<file path="src/rtl/pixel_row_packer.sv">
// -----------------------------------------------------------------------------
// pixel_row_packer
//
// Binarizes a raster stream of 8-bit grayscale pixels against THRESH. Each row
// of 32 pixels is packed into a 32-bit word and written to the 32x32 image
// buffer (one write per row). The block raises frame_done after all 32 rows
// are written.
//
// Optional feature: define PACKER_BBOX_EN to track the bounding box of ink
// pixels. When it is not defined, the bbox outputs are tied to constants.
//
// Ports
//   clk, rst_n     : clock, asynchronous active-low reset
//   start          : one-cycle pulse that begins or restarts a frame capture
//   pix_vld, pix   : pixel stream input (raster order, row 0 col 0 first)
//   pix_rdy        : pixel is accepted when pix_vld && pix_rdy
//   we/waddr/wdata : buffer write port (one pulse per row, col 0 in bit 31)
//   busy           : capture in progress (CAPT or FLUSH)
//   frame_done     : level, all 32 rows written, held until next start
//   bbox_*         : ink bounding box (rows/cols) and its valid flag
// -----------------------------------------------------------------------------
module pixel_row_packer #(
    parameter logic [7:0] THRESH = 8'd128
) (
    input  logic        clk,
    input  logic        rst_n,
    input  logic        start,
    input  logic        pix_vld,
    input  logic [7:0]  pix,
    output logic        pix_rdy,
    output logic        we,
    output logic [4:0]  waddr,
    output logic [31:0] wdata,
    output logic        busy,
    output logic        frame_done,
    output logic [4:0]  bbox_rmin,
    output logic [4:0]  bbox_rmax,
    output logic [4:0]  bbox_cmin,
    output logic [4:0]  bbox_cmax,
    output logic        bbox_vld
);

    typedef enum logic [1:0] {
        ST_IDLE  = 2'd0,
        ST_CAPT  = 2'd1,
        ST_FLUSH = 2'd2,
        ST_DONE  = 2'd3
    } state_e;

    state_e      state_q, state_d;
    logic [4:0]  col_q;
    logic [4:0]  row_q;
    // Only 31 bits of history are needed: the 32nd bit is the pixel being
    // accepted in the cycle the row completes.
    logic [30:0] sreg_q;
    logic        we_q;
    logic [4:0]  waddr_q;
    logic [31:0] wdata_q;

    logic        ink;
    logic        accept;
    logic        row_end;
    logic        clear;
    logic [31:0] word_d;

    assign ink     = (pix >= THRESH);
    assign accept  = pix_vld && pix_rdy;
    assign row_end = accept && (col_q == 5'd31);
    // start restarts capture from every state except FLUSH, where it is ignored.
    assign clear   = start && (state_q != ST_FLUSH);
    assign word_d  = {sreg_q, ink};

    // -------------------------------------------------------------------------
    // FSM: state register
    // -------------------------------------------------------------------------
    always_ff @(posedge clk or negedge rst_n) begin
        if (!rst_n) begin
            state_q <= ST_IDLE;
        end else begin
            // NOTE: sequential state uses non-blocking assignments so every
            // register samples pre-edge values regardless of process order.
            state_q <= state_d;
        end
    end

    // -------------------------------------------------------------------------
    // FSM: next-state logic
    // -------------------------------------------------------------------------
    always_comb begin
        // NOTE: default assignment first so no path leaves state_d unassigned,
        // which would otherwise infer a latch.
        state_d = state_q;
        unique case (state_q)
            ST_IDLE:  if (start) state_d = ST_CAPT;
            ST_CAPT: begin
                if (start) begin
                    state_d = ST_CAPT;
                end else if (row_end && (row_q == 5'd31)) begin
                    state_d = ST_FLUSH;
                end
            end
            ST_FLUSH: state_d = ST_DONE;
            ST_DONE:  if (start) state_d = ST_CAPT;
            default:  state_d = ST_IDLE;
        endcase
    end

    // -------------------------------------------------------------------------
    // FSM: outputs
    // -------------------------------------------------------------------------
    always_comb begin
        // A start pulse in CAPT aborts the frame, so the pixel offered in that
        // cycle is refused rather than silently dropped.
        pix_rdy    = (state_q == ST_CAPT) && !start;
        busy       = (state_q == ST_CAPT) || (state_q == ST_FLUSH);
        frame_done = (state_q == ST_DONE);
    end

    // -------------------------------------------------------------------------
    // Datapath: column/row counters, shift register, buffer write port
    // -------------------------------------------------------------------------
    always_ff @(posedge clk or negedge rst_n) begin
        if (!rst_n) begin
            col_q   <= '0;
            row_q   <= '0;
            sreg_q  <= '0;
            we_q    <= 1'b0;
            waddr_q <= '0;
            wdata_q <= '0;
        end else begin
            we_q <= 1'b0;
            if (clear) begin
                col_q  <= '0;
                row_q  <= '0;
                sreg_q <= '0;
            end else if (accept) begin
                sreg_q <= word_d[30:0];
                col_q  <= col_q + 5'd1;
                if (col_q == 5'd31) begin
                    we_q    <= 1'b1;
                    waddr_q <= row_q;
                    wdata_q <= word_d;
                    row_q   <= row_q + 5'd1;
                end
            end
        end
    end

    assign we    = we_q;
    assign waddr = waddr_q;
    assign wdata = wdata_q;

    // -------------------------------------------------------------------------
    // Ink bounding box
    // -------------------------------------------------------------------------
`ifdef PACKER_BBOX_EN
    logic [4:0] rmin_q, rmax_q, cmin_q, cmax_q;
    logic       bvld_q;

    always_ff @(posedge clk or negedge rst_n) begin
        if (!rst_n) begin
            rmin_q <= 5'd31;
            rmax_q <= 5'd0;
            cmin_q <= 5'd31;
            cmax_q <= 5'd0;
            bvld_q <= 1'b0;
        end else if (clear) begin
            rmin_q <= 5'd31;
            rmax_q <= 5'd0;
            cmin_q <= 5'd31;
            cmax_q <= 5'd0;
            bvld_q <= 1'b0;
        end else if (accept && ink) begin
            if (row_q < rmin_q) rmin_q <= row_q;
            if (row_q > rmax_q) rmax_q <= row_q;
            if (col_q < cmin_q) cmin_q <= col_q;
            if (col_q > cmax_q) cmax_q <= col_q;
            bvld_q <= 1'b1;
        end
    end

    assign bbox_rmin = rmin_q;
    assign bbox_rmax = rmax_q;
    assign bbox_cmin = cmin_q;
    assign bbox_cmax = cmax_q;
    assign bbox_vld  = bvld_q;
`else
    assign bbox_rmin = 5'd0;
    assign bbox_rmax = 5'd31;
    assign bbox_cmin = 5'd0;
    assign bbox_cmax = 5'd31;
    assign bbox_vld  = 1'b0;
`endif

endmodule

</file>
<file path="config.mk">
export PLATFORM = sky130hd
export DESIGN_NAME = pixel_row_packer
export DESIGN_NICKNAME = d
export VERILOG_FILES = /design/src/rtl/pixel_row_packer.sv
export SDC_FILE = /design/constraint.sdc
export NUM_CORES = 1
export LEC_CHECK = 0
export BUFFER_PORTS_ARGS = -buffer_cell sky130_fd_sc_hd__buf_2
export CAP_MARGIN = 25
export CORE_MARGIN = 5
export CORE_UTILIZATION = 50
export CTS_BUF_LIST = sky130_fd_sc_hd__clkbuf_8
export CTS_CLUSTER_DIAMETER = 200
export DETAILED_ROUTE_END_ITERATION = 12
export PLACE_DENSITY = 0.83
export SLEW_MARGIN = 20
export SYNTH_ARGS = -nofsm -noshare
export SYNTH_HDL_FRONTEND = slang
export SYNTH_SLANG_ARGS = --single-unit
</file>
<file path="constraint.sdc">
create_clock -name clk -period 3.05 [get_ports clk]
set_input_delay 0.61 -clock clk [delete_from_list [all_inputs] [get_ports clk]]
set_output_delay 0.61 -clock clk [all_outputs]
set_load 0.005 [all_outputs]
</file>
==> run_results.csv, run 1 <==
group,metric,value,unit
die,start_util,51.4,%
critical_path,crit_fanout,22,
sta,hold_violations,0,
clocking,ctsHtreeMaxLevel,3,
sta,timing.fmax,459,MHz
logic_synthesis,netlist.area_leader.share,58.1,%
placed_design,postPlaceCellArea,0.00370,mm²
sta,max-slew-margin-rel,47.6,%
clocking,clkSinkCount,81,
layout,nets,445,
die,core-area,0.00679,mm²
sta,timing.final.crit_share,71.4,%
placed_design,gp_congestion,0.772,
critical_path,cp.required,3320,ps
clocking,post_cts_buffers,0,
critical_path,critPathSlowestCell,"dfrtp_1",
logic_synthesis,yosysMostFrequentCell,"nand2_1",
layout,design_area,0.00390,mm²
logic_synthesis,synth_area_leaders,"dfrtp_1 (58%), nand2_1 (20%), buf_4 (5.4%)",
die,die_w,93.5,µm
flow_run,maxCapViolCount,0,
sta,slew_violations,0,
die,rows,30,
critical_path,crit_family,"simple AND/OR/NAND/NOR gates",
logic_synthesis,ys_seq_area_share,58.1,%
sta,worst-slew-pin-transition,786,ps
sta,rsz0062_at_grt,"false",
logic_synthesis,ys.flop_type,"dfrtp_1",
critical_path,crit_top_cell,"ha_1",
critical_path,path_buf_inv,1,
logic_synthesis,synth_area,0.00349,mm²
global_routing,grt_use_total,15.4,%
placed_design,dp_slack,871,ps
routing,vias,2509,
placed_design,place_hpwl,4.14,mm
routing,routed_wl,6.33,mm
power_and_ir_drop,ir_worst_vdd,0.241,mV
global_routing,grt_pass1_vias,2335,
global_routing,grt_max_degree,82,
sta,period_needed,2180,ps
routing,routedWlPerCell,12.0,µm
layout,fin_util,57.4,%
routing,drc,0,
placed_design,port_buffers,45,
critical_path,path_cells,"ha_1, and3_1, ha_1, nand4b_4, buf_4, or3_1, a21oi_1",
sta,finClkSkew,6.34,ps
min_path,hold_class,"primary input to asynchronous set/reset pin",
logic_synthesis,yosys_warnings,0,
logic_synthesis,postSynthCellCount,383,
layout,fill_cells,597,
logic_synthesis,synthTopCellsByCount,"nand2_1 (186), dfrtp_1 (81), a21oi_1 (34)",
routing,postRouteAntennaNets,0,
sta,worst_slack,871,ps
die,fp.dieH,93.5,µm
clocking,clockBufferDepth,2,
critical_path,cpPeakStageDelay,390,ps
logic_synthesis,avgSynthCellArea,9.11,µm²
logic_synthesis,ys_ff_latch,81,
sta,fin_tns_setup,0,ps
status,status,"finished, final reports clean",
power_and_ir_drop,p_leak,2.16,nW
layout,area_growth_syn_to_layout,11.7,%
layout,n_antenna_cell,0,
sta,setup_viol_count_final,0,
routing,viasPerCell,4.77,
critical_path,crit_type,"flip-flop to flip-flop",
critical_path,crit_path_end_kind,"flip-flop",
routing,dr.pass1.iters,4,
global_routing,antenna_found_initial,0,
logic_synthesis,yosysUniqueCellTypes,26,
routing,drt_iter0_markers,145,
layout,drive_gt1_share,16.3,%
clocking,clock_latency,340,ps
die,ios,74,
critical_path,critPathLaunchType,"flip-flop",
global_routing,grt_pass1_wl,10.8,mm
logic_synthesis,async_flop_share,100,%
critical_path,crit_arrival,2450,ps
clocking,cts_buffers,9,
clocking,post_cts_resized,0,
logic_synthesis,synth_enable_flop_cells,0,
logic_synthesis,yosys.area.top_type,"dfrtp_1",
clocking,path_clk_slew,80,ps
die,dieArea,0.00875,mm²
global_routing,grt-ovfl-total,0,
sta,holdWs,196,ps
power_and_ir_drop,p_per_area,533,mW/mm²
clocking,cts_tree,"done",
clocking,ctsHoldBuffers,0,
clocking,cts_root_buf,"clkbuf_8",
[through the flow]
step | instances | total power, mW
after floorplan | 402 | 1.35
after global placement | 509 | 1.40
after detailed placement | 509 | 1.41
after CTS | 525 | 2.09
after global routing | 526 | 2.19
final | 526 | 2.08
[sequential cells by signal, summed over array words and instances, names as in the netlist]
| signal | count |
|---|---|
| waddr | 5 |
| we | 1 |
| wdata | 32 |
| state_q | 2 |
| col_q | 5 |
| sreg_q | 31 |
| row_q | 5 |
[routing by layer]
layer / track usage (%) / part of all wire, % / vias to the layer above
met1: 19.7 / 45 / 1206
met3: 3.06 / 5.2 / 10
met5: 0 / 0 / -
met2: 25.6 / 48 / 55
met4: 6.14 / 1.4 / 0
li1: - / - / 1238
[final cells by class]
type	count	area [µm²]	area share [%]
Timing Repair Buffer	52	300	7.70
Sequential cell	81	2030	52.0
Tap cell	96	120	3.08
Inverter	5	18.8	0.481
Multi-Input combinational cell	276	1260	32.3
Clock buffer	10	138	3.53
Clock inverter	6	36.3	0.931
[worst paths after layout]
| check | from | end | slack, ps | cells past startpoint |
|---|---|---|---|---|
| setup / recovery | col_q[0]$_DFFE_PN0P_ | row_q[3]$_DFFE_PN0P_ | 870 | 7 |
| hold / removal | rst_n | state_q[0]$_DFFE_PN0P_ | 200 | 1 |
| setup reg to reg | col_q[0]$_DFFE_PN0P_ | row_q[3]$_DFFE_PN0P_ | 870 | 7 |
| hold reg to reg | wdata[26]$_DFFE_PN0P_ | wdata[26]$_DFFE_PN0P_ | 470 | 2 |
| max in group asynchronous | rst_n | sreg_q[1]$_DFFE_PN0P_ | 2270 | 2 |
| min in group clk | wdata[26]$_DFFE_PN0P_ | wdata[26]$_DFFE_PN0P_ | 470 | 2 |
[kinds of logic after synthesis]
logic type,after synthesis,synth area share (%)
muxes,5,1.51
adders and majority gates,8,2.87
AOI/OAI and AO/OA,38,5.63
xor gates and xnor gates,2,0.502
other,2,0.215
buffers and inverters,45,7.96
DFF,81,58.1
and+or+nand+nor,202,23.2
[worst register-to-register path, cell delays in order (launching register included)]
cell and delay, ps:
dfrtp_1 390, ha_1 170, and3_1 160, ha_1 220, nand4b_4 330, buf_4 350, or3_1 360, a21oi_1 140
[cell usage in the layout, fill, tap and decap left out, drive strengths merged]
master    Yosys  layout
nand4         1       1
nand3b        1       1
a21oi        34      34
or3           1       1
xnor2         2       2
mux2i         3       3
nand2       186     186
nand3         3       3
and3b         1       1
clkbuf        3      10
conb          2      21
ha            8       8
dfrtp        81      81
inv           4       6
o21bai        1       1
clkinv        1       3
nand2b        2       2
nor2          2       2
buf          37      52
o21ai         2       2
mux2          2       2
a41oi         1       1
nand4b        1       1
clkinvlp      0       2
and3          2       2
nor2b         2       2
[power by group]
part,total [mW],internal [mW],leakage [nW],switching (mW)
combinational,0.277,0.0924,0.946,0.185
clock,0.688,0.312,0.0909,0.376
sequential,1.11,1.09,1.13,0.0212
No activity file was read; power rests on OpenSTA's default activity.
==> run 2: changes to the inputs <==
--- a/config.mk
+++ b/config.mk
@@ -5,6 +5,7 @@
 export SDC_FILE = /design/constraint.sdc
 export NUM_CORES = 1
 export LEC_CHECK = 0
+export ABC_AREA = 1
 export BUFFER_PORTS_ARGS = -buffer_cell sky130_fd_sc_hd__buf_2
 export CAP_MARGIN = 25
 export CORE_MARGIN = 5
==> constraint.sdc (replaced) <==
create_clock -name clk -period 2.05 [get_ports clk]
set_input_delay 0.41 -clock clk [delete_from_list [all_inputs] [get_ports clk]]
set_output_delay 0.41 -clock clk [all_outputs]
set_load 0.005 [all_outputs]
==> run 2 against run 1 <==
  * Global-route usage increased by 0.92 points
  * Non-clock buffer count increased by 1
  * Register-to-register slack worse by 550 ps
  * Utilization about the same
  * Count of clock-buffer cells in the layout fell by 1
  * Sequential power increased by 50%
  * Critical path depth down 2
  * Final area barely moved
  * Total power grew 54%
  * Critical endpoint is now pix_rdy
  * Largest power group unchanged
==> run_results.csv, run 2 <==
group,metric,value,unit
die,fp.dieH,93.5,µm
critical_path,crit_top_cell,"inv_1",
logic_synthesis,async_flop_share,100,%
layout,nets,435,
logic_synthesis,yosysMostFrequentCell,"dfrtp_1",
layout,n_antenna_cell,0,
sta,setup_viol_count_final,0,
die,dieArea,0.00874,mm²
sta,rsz0062_at_grt,"false",
sta,fin_tns_setup,0,ps
power_and_ir_drop,ir_worst_vdd,0.337,mV
sta,worst-slew-pin-transition,532,ps
global_routing,grt_max_degree,42,
critical_path,crit_type,"flip-flop to primary output",
routing,routed_wl,6.53,mm
layout,design_area,0.00390,mm²
critical_path,critPathLaunchType,"flip-flop",
status,status,"finished, final reports clean",
logic_synthesis,synthTopCellsByCount,"dfrtp_1 (81), nand2_1 (60), inv_1 (45)",
layout,area_growth_syn_to_layout,12.0,%
critical_path,crit_arrival,1400,ps
logic_synthesis,synth_area_leaders,"dfrtp_1 (58%), nand2_1 (6.5%), o21ai_0 (6.3%)",
sta,max-slew-margin-rel,64.5,%
placed_design,postPlaceCellArea,0.00371,mm²
layout,mostFrequentLayoutCell,"dfrtp_1",
global_routing,grt-ovfl-total,0,
routing,viasPerCell,4.83,
logic_synthesis,ys_seq_area_share,58.2,%
power_and_ir_drop,p_sw,894,µW
routing,vias,2491,
placed_design,gp_congestion,0.792,
layout,largest_register_ffs,32,
clocking,clkSinkCount,81,
logic_synthesis,ys_ff_latch,81,
logic_synthesis,yosys_warnings,0,
sta,period_needed,1810,ps
global_routing,antenna_found_initial,0,
min_path,hold_class,"primary input to asynchronous set/reset pin",
routing,dr.pass1.iters,4,
logic_synthesis,synth_area,0.00348,mm²
sta,timing.fmax,554,MHz
die,start_util,51.3,%
clocking,cts_tree,"done",
sta,hold_violations,0,
critical_path,cpPeakStageDelay,410,ps
logic_synthesis,yosysUniqueCellTypes,22,
routing,postRouteAntennaNets,0,
logic_synthesis,netlist.area_leader.share,58.2,%
die,core-area,0.00679,mm²
critical_path,crit_path_end_kind,"primary output",
critical_path,critPathSlowestCell,"dfrtp_1",
layout,drive_gt1_share,17.6,%
logic_synthesis,avgSynthCellArea,9.39,µm²
critical_path,crit_family,"flip-flops",
global_routing,grt_use_total,16.3,%
die,ios,74,
power_and_ir_drop,p_seq_share,51.8,%
routing,drc,0,
power_and_ir_drop,pwr-share-clk,34.5,%
sta,slew_violations,0,
placed_design,place_hpwl,4.46,mm
flow_run,maxCapViolCount,0,
global_routing,grt_pass1_vias,2495,
power_and_ir_drop,sw_frac_of_total,27.9,%
logic_synthesis,postSynthCellCount,371,
clocking,clock_latency,350,ps
critical_path,crit_fanout,4,
power_and_ir_drop,finalPower,3.20,mW
power_and_ir_drop,p_leak,1.94,nW
logic_synthesis,yosys.area.top_type,"dfrtp_1",
clocking,clockBufferDepth,2,
die,rows,30,
clocking,post_cts_resized,0,
die,die_w,93.5,µm
clocking,ctsHtreeMaxLevel,3,
critical_path,path_cells,"inv_1, ha_1, inv_1, nor2_2, buf_2",
power_and_ir_drop,internal-power,2.31,mW
critical_path,cp.required,1640,ps
clocking,post_cts_buffers,0,
power_and_ir_drop,p_per_area,821,mW/mm²
clocking,cts_root_buf,"clkbuf_8",
routing,drt_iter0_markers,102,
clocking,ctsHoldBuffers,0,
layout,mostFrequentLayoutCells,"dfrtp_1 (81), nand2_1 (60), inv_1 (47)",
global_routing,grt_pass1_wl,11.3,mm
logic_synthesis,ys.flop_type,"dfrtp_1",
critical_path,path_buf_inv,3,
clocking,path_clk_slew,80,ps
routing,routedWlPerCell,12.6,µm
power_and_ir_drop,pwr-share-comb,13.7,%
sta,finClkSkew,11.9,ps
logic_synthesis,synth_enable_flop_cells,0,
sta,timing.final.crit_share,88.1,%
placed_design,port_buffers,45,
clocking,cts_buffers,9,
[run 2: cell count changes after synthesis, moves of 3 or more]
| cell | before | now |
|---|---|---|
| mux2i_1 | 3 | 0 |
| nand3_1 | 3 | 40 |
| nand2_1 | 186 | 60 |
| buf_2 | 12 | 9 |
| o21ai_1 | 0 | 30 |
| o21ai_0 | 2 | 44 |
| nor2_1 | 2 | 6 |
| a21oi_1 | 34 | 2 |
| inv_1 | 4 | 45 |
[run 2: layer usage]
layer / wire length, µm / track usage [%] / vias to the layer above
met5: 0 / 0 / -
met4: 173 / 9.28 / 0
met3: 244 / 2.90 / 11
met2: 3130 / 26.6 / 62
met1: 2980 / 20.3 / 1178
li1: - / - / 1240
[run 2: final timing paths]
path                                         from                     end  slack (ps)  cells after the start
max reg2reg                  col_q[0]$_DFFE_PN0P_   wdata[27]$_DFFE_PN0P_         320                      8
min reg2reg                  wdata[7]$_DFFE_PN0P_    wdata[7]$_DFFE_PN0P_         490                      2
max                        state_q[1]$_DFFE_PN0P_                 pix_rdy         240                      5
min                                         rst_n    wdata[1]$_DFFE_PN0P_          40                      1
max in group asynchronous                   rst_n  sreg_q[26]$_DFFE_PN0P_        1420                      2
min in group clk                           pix[7]    wdata[0]$_DFFE_PN0P_         290                      3
[run 2: area by class of cell]
cell class / count / area [µm²]
fill: 614 / 2890
sequential: 81 / 2030
multi-input combinational: 223 / 1090
timing repair buffer: 53 / 300
inverter: 47 / 176
clock buffer: 9 / 124
tap: 96 / 120
clock inverter: 7 / 63.8
[run 2: cells by family after synthesis]
family / count (synthesis) / share of synthesized area, %
other: 2 / 0.216
adder cells (fa/ha/maj): 8 / 2.87
buffers and inverters: 86 / 12.6
AO/OA/AOI/OAI: 79 / 11.5
flip-flops: 81 / 58.2
AND/OR/NAND/NOR: 115 / 14.6
[run 2: worst register-to-register path, stage by stage (launching register included)]
cell and delay, ps:
dfrtp_1 420, ha_1 220, nand2_1 90, nor2_1 50, ha_1 230, nand2_2 170, buf_4 290, nand2_1 100
o21ai_1 80
[run 2: through the flow]
| stage | hold slack [ps] | setup WS, ps | instances | util [%] |
|---|---|---|---|---|
| final | 35.7 | 244 | 516 | 57.4 |
| after global routing | 71.3 | 128 | 516 | 57.4 |
| after CTS | 46.3 | 229 | 516 | 57.4 |
| after detailed placement | 427 | 361 | 500 | 54.6 |
| after global placement | 411 | 422 | 500 | 54.6 |
| after floorplan | 114 | 555 | 390 | - |
[run 2: power groups by stage]
stage | clock network [mW] | logic (mW) | registers, mW
after floorplan | 0 | 0.317 | 1.68
after global placement | 0 | 0.408 | 1.69
after detailed placement | 0 | 0.439 | 1.69
after CTS | 1.13 | 0.437 | 1.66
after global routing | 1.20 | 0.504 | 1.66
final | 1.10 | 0.438 | 1.66
==> run 3: changes to the inputs <==
--- a/config.mk
+++ b/config.mk
@@ -5,7 +5,7 @@
 export SDC_FILE = /design/constraint.sdc
 export NUM_CORES = 1
 export LEC_CHECK = 0
-export ABC_AREA = 1
+export ABC_AREA = 0
 export BUFFER_PORTS_ARGS = -buffer_cell sky130_fd_sc_hd__buf_2
 export CAP_MARGIN = 25
 export CORE_MARGIN = 5
==> run 3 against run 2 <==
  * Clock skew fell by 3.5 ps
  * Largest cell class unchanged
  * Count of clock-buffer cells in the layout stayed put
  * First-iteration DRC count rose by 32%
==> run_results.csv, run 3 (synthesized netlist as in run 1, its figures left out) <==
group,metric,value,unit
status,status,"finished, final reports clean",
global_routing,grt_max_degree,47,
die,start_util,51.4,%
layout,nets,447,
clocking,ctsHoldBuffers,0,
sta,finClkSkew,8.42,ps
sta,timing.final.crit_share,90.0,%
power_and_ir_drop,p_per_area,834,mW/mm²
die,rows,30,
power_and_ir_drop,p_leak,2.20,nW
power_and_ir_drop,ir_worst_vdd,0.393,mV
clocking,clockBufferDepth,2,
sta,slew_violations,0,
sta,fin_tns_setup,0,ps
layout,fin_cells,528,
clocking,cts_buffers,9,
layout,drive_gt1_share,16.2,%
sta,timing.fmax,542,MHz
critical_path,critPathLaunchType,"flip-flop",
die,fp.dieH,93.5,µm
critical_path,reg2reg_depth,7,
routing,postRouteAntennaNets,0,
die,die_w,93.5,µm
sta,setup_viol_count_final,0,
layout,mostFrequentLayoutCell,"nand2_1",
layout,design_area,0.00394,mm²
critical_path,crit_arrival,2110,ps
global_routing,grt_pass1_wl,11.1,mm
critical_path,cp.required,2320,ps
sta,period_needed,1840,ps
die,ios,74,
clocking,clock_latency,350,ps
layout,area_growth_syn_to_layout,12.8,%
global_routing,grt_pass1_vias,2475,
placed_design,port_buffers,45,
routing,vias,2520,
clocking,post_cts_resized,0,
routing,routedWlPerCell,12.2,µm
clocking,cts_root_buf,"clkbuf_8",
placed_design,postPlaceCellArea,0.00373,mm²
placed_design,dp_cells,512,
layout,n_antenna_cell,0,
routing,routed_wl,6.43,mm
clocking,clkSinkCount,81,
sta,rsz0062_at_grt,"false",
layout,largest_register_ffs,32,
clocking,post_cts_buffers,0,
global_routing,grt-ovfl-total,0,
placed_design,dp_slack,232,ps
die,dieArea,0.00875,mm²
placed_design,place_hpwl,4.37,mm
critical_path,crit_fanout,12,
routing,drt_iter0_markers,135,
critical_path,crit_path_end_kind,"flip-flop",
min_path,hold_class,"primary input to asynchronous set/reset pin",
critical_path,crit_type,"flip-flop to flip-flop",
power_and_ir_drop,finalPower,3.28,mW
routing,drc,0,
layout,mostFrequentLayoutCells,"nand2_1 (186), dfrtp_1 (81), buf_2 (44)",
routing,dr.pass1.iters,4,
sta,worst_slack,206,ps
global_routing,grt_use_total,16.0,%
clocking,cts_tree,"done",
sta,hold_violations,0,
clocking,ctsHtreeMaxLevel,3,
flow_run,maxCapViolCount,0,
clocking,path_clk_slew,70,ps
routing,viasPerCell,4.77,
placed_design,gp_congestion,0.740,
global_routing,antenna_found_initial,0,
die,core-area,0.00679,mm²
## run 3: final cells by class
class	instances	area, µm²
well taps	96	120
fillers	603	2860
repair buffers	54	308
clock buffers	9	124
inverters	5	18.8
flip-flops and latches	81	2030
clock inverters	7	80.1
multi-input cells	276	1260
## run 3: final timing paths
path,end,start,slack (ps)
worst max-delay path,row_q[3]$_DFFE_PN0P_,col_q[0]$_DFFE_PN0P_,210
worst min-delay path,state_q[0]$_DFFE_PN0P_,rst_n,8
worst max register to register,row_q[3]$_DFFE_PN0P_,col_q[0]$_DFFE_PN0P_,210
worst min register to register,wdata[19]$_DFFE_PN0P_,wdata[19]$_DFFE_PN0P_,470
max in group asynchronous,sreg_q[13]$_DFFE_PN0P_,rst_n,1430
min in group clk,wdata[0]$_DFFE_PN0P_,pix[7],270
## run 3: layer usage
metal  global-route usage [%]  vias to the layer above  wire length (µm)
li1                         -                     1247                 -
met1                     19.9                     1207              2940
met2                     26.1                       56              3070
met3                     3.94                       10               294
met4                     7.34                        0               124
met5                        0                        -                 0
## run 3: report_power, final
part           internal [mW]  total, mW  switching, mW  leakage [nW]
logic                  0.142      0.419          0.277         0.952
registers               1.63       1.66         0.0343          1.13
clock network          0.667       1.20          0.537         0.118
total                   2.44       3.28          0.848          2.20
## run 3: per-stage QoR
stage	hold WS [ps]	utilization, %
finish	8.00	57.9
global route	31.0	57.9
CTS	12.6	57.9
detailed placement	391	54.9
global placement	391	54.9
floorplan	114	-
## run 3: critical path: stages, from the launching register on
cell	delay, ps
dfrtp_1	390
ha_1	170
and3_1	170
ha_1	220
nand4b_4	130
buf_4	190
or3_1	350
a21oi_1	140
